==> config.mk <==
export PLATFORM = sky130hd
export DESIGN_NAME = pwm_gate_capture
export DESIGN_NICKNAME = d
export VERILOG_FILES = /design/src/rtl/pwm_gate_capture.sv
export SDC_FILE = /design/constraint.sdc
export NUM_CORES = 1
export LEC_CHECK = 0
export ABC_CLOCK_PERIOD_IN_PS = 3870
export CAP_MARGIN = 15
export CORE_MARGIN = 2
export CORE_UTILIZATION = 51
export CTS_CLUSTER_DIAMETER = 150
export DETAILED_ROUTE_END_ITERATION = 7
export GPL_TIMING_DRIVEN = 0
export PLACE_DENSITY_LB_ADDON = 0.12
export SLEW_MARGIN = 20
export SYNTH_ARGS = -nofsm -noshare
export SYNTH_HDL_FRONTEND = slang
export SYNTH_SLANG_ARGS = --single-unit
==> constraint.sdc <==
create_clock -name clk -period 3.87 [get_ports clk]
set_clock_uncertainty 0.05 [all_clocks]
set_input_delay 1.161 -clock clk [delete_from_list [all_inputs] [get_ports clk]]
set_output_delay 1.161 -clock clk [all_outputs]
set_load 0.01 [all_outputs]
==> src/rtl/pwm_gate_capture.sv <==
// Receive-side monitor for a dead-time gate pair. It measures the high, dead, low and period times in clk cycles.
// Optional macro PWM_CAPTURE_SYNC_EN adds a 2-flop input synchronizer, which adds 2 cycles of latency.
module pwm_gate_capture #(
  parameter int unsigned CNT_W   = 8,
  parameter int unsigned TIMEOUT = 255
) (
  input  logic             clk,
  input  logic             rst,
  input  logic             gate_high,
  input  logic             gate_low,
  input  logic             fault_clr,
  output logic [CNT_W-1:0] t_high,
  output logic [CNT_W-1:0] t_dt_hl,
  output logic [CNT_W-1:0] t_low,
  output logic [CNT_W-1:0] t_dt_lh,
  output logic [CNT_W-1:0] t_period,
  output logic             meas_valid,
  output logic             meas_ovf,
  output logic             shoot_flt,
  output logic             timeout
);

  typedef enum logic [2:0] {IDLE, HIGH, DT1, LOW, DT2} state_t;

  localparam logic [CNT_W-1:0] CMAX = '1;
  localparam int unsigned      IW   = $clog2(TIMEOUT + 1);
  localparam logic [IW-1:0]    TO_V = IW'(TIMEOUT);

  logic h_in, l_in;
  logic h_s_q, l_s_q, h_d_q, l_d_q;

`ifdef PWM_CAPTURE_SYNC_EN
  logic [1:0] h_sync_q, l_sync_q;
  always_ff @(posedge clk or posedge rst) begin
    if (rst) begin
      h_sync_q <= '0;
      l_sync_q <= '0;
    end else begin
      h_sync_q <= {h_sync_q[0], gate_high};
      l_sync_q <= {l_sync_q[0], gate_low};
    end
  end
  assign h_in = h_sync_q[1];
  assign l_in = l_sync_q[1];
`else
  assign h_in = gate_high;
  assign l_in = gate_low;
`endif

  state_t           state_q, state_d;
  logic [CNT_W-1:0] c_high_q, c_dt1_q, c_low_q, c_dt2_q, c_per_q;
  logic [CNT_W-1:0] c_high_d, c_dt1_d, c_low_d, c_dt2_d, c_per_d;
  logic [IW-1:0]    idle_q, idle_d;
  logic [CNT_W-1:0] t_high_q, t_dt_hl_q, t_low_q, t_dt_lh_q, t_period_q;
  logic             meas_valid_q, meas_ovf_q, shoot_q, timeout_q;
  logic             rise_h, any_edge, publish, sat, timeout_d;

  function automatic logic [CNT_W-1:0] sat_inc(input logic [CNT_W-1:0] v);
    return (v == CMAX) ? v : v + CNT_W'(1);
  endfunction

  assign rise_h   = h_s_q & ~h_d_q;
  assign any_edge = (h_s_q ^ h_d_q) | (l_s_q ^ l_d_q);
  assign sat      = (c_high_q == CMAX) | (c_dt1_q == CMAX) | (c_low_q == CMAX) |
                    (c_dt2_q == CMAX) | (c_per_q == CMAX);

  always_comb begin
    state_d   = state_q;
    c_high_d  = c_high_q;
    c_dt1_d   = c_dt1_q;
    c_low_d   = c_low_q;
    c_dt2_d   = c_dt2_q;
    c_per_d   = c_per_q;
    idle_d    = idle_q;
    publish   = 1'b0;
    timeout_d = 1'b0;

    case (state_q)
      HIGH:    if (!h_s_q) state_d = l_s_q ? LOW : DT1;
      DT1:     if (l_s_q) state_d = LOW;
      LOW:     if (!l_s_q) state_d = DT2;
      default: ;
    endcase

    // The rise sample is the first cycle of the new period, so the high and period counters restart at 1.
    if (rise_h) begin
      state_d  = HIGH;
      publish  = (state_q != IDLE);
      c_high_d = CNT_W'(1);
      c_per_d  = CNT_W'(1);
      c_dt1_d  = '0;
      c_low_d  = '0;
      c_dt2_d  = '0;
    end else if (state_q != IDLE) begin
      c_per_d = sat_inc(c_per_q);
      case (state_d)
        HIGH:    c_high_d = sat_inc(c_high_q);
        DT1:     c_dt1_d  = sat_inc(c_dt1_q);
        LOW:     c_low_d  = sat_inc(c_low_q);
        DT2:     c_dt2_d  = sat_inc(c_dt2_q);
        default: ;
      endcase
    end

    if (state_q == IDLE && !rise_h) begin
      idle_d = '0;
    end else if (any_edge) begin
      idle_d = IW'(1);
    end else begin
      idle_d = idle_q + IW'(1);
      if (idle_d == TO_V) begin
        timeout_d = 1'b1;
        state_d   = IDLE;
      end
    end
  end

  always_ff @(posedge clk or posedge rst) begin
    if (rst) begin
      h_s_q        <= 1'b0;
      l_s_q        <= 1'b0;
      h_d_q        <= 1'b0;
      l_d_q        <= 1'b0;
      state_q      <= IDLE;
      c_high_q     <= '0;
      c_dt1_q      <= '0;
      c_low_q      <= '0;
      c_dt2_q      <= '0;
      c_per_q      <= '0;
      idle_q       <= '0;
      t_high_q     <= '0;
      t_dt_hl_q    <= '0;
      t_low_q      <= '0;
      t_dt_lh_q    <= '0;
      t_period_q   <= '0;
      meas_valid_q <= 1'b0;
      meas_ovf_q   <= 1'b0;
      shoot_q      <= 1'b0;
      timeout_q    <= 1'b0;
    end else begin
      h_s_q        <= h_in;
      l_s_q        <= l_in;
      h_d_q        <= h_s_q;
      l_d_q        <= l_s_q;
      state_q      <= state_d;
      c_high_q     <= c_high_d;
      c_dt1_q      <= c_dt1_d;
      c_low_q      <= c_low_d;
      c_dt2_q      <= c_dt2_d;
      c_per_q      <= c_per_d;
      idle_q       <= idle_d;
      meas_valid_q <= publish;
      meas_ovf_q   <= publish & sat;
      timeout_q    <= timeout_d;
      if (publish) begin
        t_high_q   <= c_high_q;
        t_dt_hl_q  <= c_dt1_q;
        t_low_q    <= c_low_q;
        t_dt_lh_q  <= c_dt2_q;
        t_period_q <= c_per_q;
      end
      // A new overlap wins over a simultaneous clear.
      if (h_s_q & l_s_q)  shoot_q <= 1'b1;
      else if (fault_clr) shoot_q <= 1'b0;
    end
  end

  assign t_high     = t_high_q;
  assign t_dt_hl    = t_dt_hl_q;
  assign t_low      = t_low_q;
  assign t_dt_lh    = t_dt_lh_q;
  assign t_period   = t_period_q;
  assign meas_valid = meas_valid_q;
  assign meas_ovf   = meas_ovf_q;
  assign shoot_flt  = shoot_q;
  assign timeout    = timeout_q;

endmodule
After elaboration in Yosys (flattened, before gate mapping)
Index checks and enable logic that the tools add are counted.
{"block": "totals", "ff_bits": 99, "inputBits": 5, "output_inout_bits": 44, "elab_cells": 106}
{"block": "op_classes", "eq_ne": 18, "n_addsub": 6, "n_bitwise": 11, "reduce_logical": 15, "n_mux": 36}
{"op": "$mux W8", "n": 21}
{"op": "$add A8 B1 Y8 const B", "n": 6}
{"op": "$eq A8 B8 Y1 const B", "n": 6}
{"op": "$mux W3", "n": 7}
{"op": "$eq A3 B2 Y1 const B", "n": 4}
{"op": "$reduce_and A3 Y1", "n": 4}
{"op": "$reduce_bool A2 Y1", "n": 6}
{"op": "$ne A2 B2 Y1 const B", "n": 5}
{"op": "$pmux W3 S3", "n": 1}
{"op": "$mux W1", "n": 7}
{"op": "$eq A3 B1 Y1 const B", "n": 2}
{"op": "$or A1 B1 Y1", "n": 5}
{"op": "$and A1 B1 Y1", "n": 3}
{"op": "$eq A3 B3 Y1 const B", "n": 1}
{"op": "$logic_not A3 Y1", "n": 1}
{"op": "$reduce_bool A3 Y1", "n": 1}
{"op": "$reduce_and A2 Y1", "n": 1}
{"op": "$xor A1 B1 Y1", "n": 2}
{"op": "$logic_and A1 B1 Y1", "n": 1}
{"op": "$logic_not A1 Y1", "n": 1}
{"op": "$not A1 Y1", "n": 1}

Longest topological paths before layout
{"block": "logic_depth", "ltp_word": 7, "depth_mapped": 7, "depth_no_buf": 6}

Least setup slack after synthesis
Ideal clock, no wire load.
{"block": "synth_timing", "path_type": "register to register", "start": "reg h_s_q", "end": "reg t_dt_hl_q[7] (netlist: t_dt_hl[7])", "required_ns": 3.695, "n_path_buf": 2, "stages_incl_launch_ff": 6, "setup_ns": 0.125, "t_arrival_ns": 1.559, "period_less_slack_ns": 1.734, "slack_ns": 2.136, "path_cell_list": "dfrtp_1 ha_1 clkbuf_1 nand2_1 buf_4 mux2_2"}
{"block": "synth_between", "elab_chain_cells": 2}
{"element": "start: declaration", "line": "30", "text": "logic h_s_q, l_s_q, h_d_q, l_d_q;"}
{"element": "start signal: assignment", "line": "141", "text": "h_s_q <= h_in;"}
{"element": "$and A1 B1 Y1", "line": "62", "text": "assign rise_h = h_s_q & ~h_d_q;"}
{"element": "$mux W1", "line": "86", "text": "if (rise_h) begin"}
{"element": "end signal: assignment", "line": "157", "text": "t_dt_hl_q <= c_dt1_q;"}
{"element": "end: declaration", "line": "54", "text": "logic [CNT_W-1:0] t_high_q, t_dt_hl_q, t_low_q, t_dt_lh_q, t_period_q;"}
No other way between the ends.
A chain may end at the register's enable or synchronous reset.

Final worst setup path
{"block": "layout_timing", "start": "reg t_period_q[5] (netlist: t_period[5])", "end": "out t_period[5]"}
{"element": "start: declaration", "line": "54"}
{"element": "start signal: assignment", "line": "160", "text": "t_period_q <= c_per_q;"}
{"element": "end: declaration", "line": "16", "text": "output logic [CNT_W-1:0] t_period,"}
No word-level cell between the ends.

==> qor.csv <==
stage;metric;value;unit
logic_synthesis;synthTopCellsByArea;dfrtp_1, mux2_2, nor2_1;
floorplanning;core;0.00859;sq mm
logic_synthesis;syn_inst;381;
critical_path;path_delay_family;buffers and inverters;
critical_path;cpMaxStageDelayCell;clkdlybuf4s50_1;
clocking;clock_path_buffers;2;
sta;setup_violations;0;
global_routing;grt_pass1_vias;2870;
logic_synthesis;synth_warnings;0;
routing;ant_nets;0;
logic_synthesis;syn_nets;394;
finish;final.fill_count;710;
logic_synthesis;syn_area_per_cell;11.7;sq um
finish;final_cells;554;
logic_synthesis;ys_types;50;
critical_path;worstPathRequired;2.66;ns
critical_path;crit_buf_inv;1;
logic_synthesis;yosysTopAreaCellShare;0.556;
placement;gp_congestion;0.772;
sta;grt_setup_unrepaired;false;
logic_synthesis;synth_edf_count;0;
logic_synthesis;synth_seq_cells;99;
pwr;leakagePower;2.37;nW
finish;nNetsFinal;454;
run;maxCapViolations;0;
routing;wl_per_cell;15.3;um
finish;area_growth;19.6;%
critical_path;critPathMaxFanout;2;
critical_path;crit_chain;clkdlybuf4s50_1;
finish;antennaDiodeCount;0;
floorplanning;die_y;97.5;um
pwr;power_density;523;mW/mm^2
clocking;clock-root-buffer;clkbuf_8;
global_routing;track_usage;0.187;
min_path;hold_class;flip-flop to flip-flop;
global_routing;grt_pass1_wl;14400;um
clocking;cts_setup_buffers;0;
finish;drive_gt1_frac;0.170;
clocking;hold_buffers;0;
global_routing;grt_max_degree;63;
pwr;fin_total_pwr;2.79;mW
logic_synthesis;synth_flop_cell;dfrtp_1;
routing;wirelength;8480;um
critical_path;cp-start-kind;flip-flop;
routing;vias_per_cell;5.48;
sta;fin_crit_sh;0.643;
placement;numPortBuffers;48;
logic_synthesis;synthTopCellsByCount;dfrtp_1, nor2_1, mux2_2;
clocking;insertion_delay;0.37;ns
clocking;cts_tree;yes;
clocking;cts_num_sinks;99;
placement;placed_cells;538;
critical_path;crit_type;flip-flop to primary output;
clocking;cts_buffers;9;
floorplanning;io_pins;49;
routing;vias;3035;
sta;max_freq;402;MHz
global_routing;grt.overflow.total;0;
placement;dpl.hpwl;5810;um
floorplanning;row_count;34;
clocking;postCtsResizedCells;0;
sta;final-hold-violation-count;0;
logic_synthesis;synth_top_cell_by_area;dfrtp_1;
logic_synthesis;synthArstFlopShare;1.00;
logic_synthesis;synth_area;0.00445;sq mm
critical_path;cp.arrival;1.28;ns
pwr;peakVddDrop;0.394;mV
routing;drc_errors;0;
routing;drt-initial-drc-count;77;
sta;timing_worst_slew_pin_value;0.634;ns
clocking;htreeDepth;3;
floorplanning;initial_utilization;0.518;
routing;firstDrtPassIters;4;
logic_synthesis;synth.most_common_cell;dfrtp_1;
run_status;status;finished, final reports clean;
critical_path;cp-end-kind;primary output;
floorplanning;dieArea;0.00950;sq mm
critical_path;critical_path.max_stage_delay;0.55;ns
floorplanning;die_w;97.5;um
global_routing;antenna_found_initial;0;
sta;fin_crit;2.49;ns
clocking;clk_pin_slew;0.10;ns
logic_synthesis;ys_seq_area_frac;0.556;
sta;max-slew-margin-rel;0.575;
sta;drv_slew;0;
==> per-stage QoR <==
| stage | util | hold WS [ns] | worst slack, ns | instance area (sq um) | setup TNS [ns] |
|---|---|---|---|---|---|
| 2_1_floorplan | - | 0.398 | 0.0686 | 4450 | 0 |
| 3_3_place_gp | 0.590 | 0.431 | -1.44 | 5070 | -142.33 |
| 3_5_place_dp | 0.594 | 0.430 | 1.61 | 5100 | 0 |
| 4_1_cts | 0.620 | 0.457 | 1.35 | 5330 | 0 |
| 5_1_grt | 0.620 | 0.477 | 1.32 | 5330 | 0 |
| 6_report | 0.620 | 0.458 | 1.38 | 5330 | 0 |
==> worst reg2reg max path, stage by stage (launching register included) <==
cell and delay (ns):
dfrtp_1 0.51, ha_1 0.19, clkbuf_1 0.45, nand2_1 0.39
buf_4 0.30, mux2_2 0.29
==> final cells by class <==
class	count	area (sq um)	share of cell area
inverters	10	42.5	0.00799
clock inverters	6	96.3	0.0181
multi-input cells	258	1860	0.349
repair buffers	49	508	0.0954
plain buffers	14	81.3	0.0153
flip-flops and latches	99	2480	0.465
well taps	108	135	0.0254
clock buffers	10	128	0.0240
==> final timing paths <==
kind                              from          end  slack (ns)  cells after the start
max in group asynchronous          rst    idle_q[4]        2.06                      3
max reg2reg                      h_s_q   t_dt_hl[7]        1.59                      5
max                        t_period[5]  t_period[5]        1.38                      1
min                          t_high[3]    t_high[3]        0.46                      1
min reg2reg                  t_high[3]    t_high[3]        0.46                      1
min in group asynchronous          rst   t_dt_hl[5]        1.09                      2
==> cells in the final DEF (no fill, tap or decap), drive strengths merged, types with 2 or more instances in the layout <==
cell type      count
a211oi             2
a21oi             11
a31oi              6
and2               2
and3               5
and4               4
buf               10
bufinv             2
clkbuf            15
clkdlybuf4s50     48
dfrtp             99
ha                 8
inv               12
mux2              39
mux2i              5
nand2             20
nand2b             2
nand3             16
nand4              8
nor2              44
nor2b              3
nor3               9
nor3b              3
nor4               3
o21ai             14
or3                8
xnor2             16
xor2              16
==> layer usage <==
metal / up-vias / global-route usage / wire (um) / part of all wire
met2: 68 / 0.288 / 3990 / 0.47
met3: 9 / 0.0518 / 408 / 0.048
met1: 1510 / 0.268 / 4020 / 0.47
li1: 1448 / - / - / -
met5: - / 0 / 0 / 0
met4: 0 / 0.0449 / 55 / 0.0065
==> report_power, final <==
group | total (mW) | leakage (nW) | internal, mW | switching, mW
logic | 0.711 | 0.934 | 0.364 | 0.347
clock network | 0.741 | 0.109 | 0.372 | 0.369
registers | 1.33 | 1.33 | 1.19 | 0.148
total | 2.79 | 2.37 | 1.92 | 0.863
==> kinds of logic (layout without fill, tap and decap cells) <==
family                   Yosys count  count (layout)  share of synthesized area
AO/OA/AOI/OAI                     42              42                     0.0649
XOR/XNOR                          32              32                     0.0629
AND/OR/NAND/NOR                  132             132                      0.157
multiplexers                      44              44                      0.110
adder cells (fa/ha/maj)            8               8                     0.0225
buffers and inverters             24              89                     0.0267
flip-flops                        99              99                      0.556
Note: power is estimated with default switching activity, not from simulation.
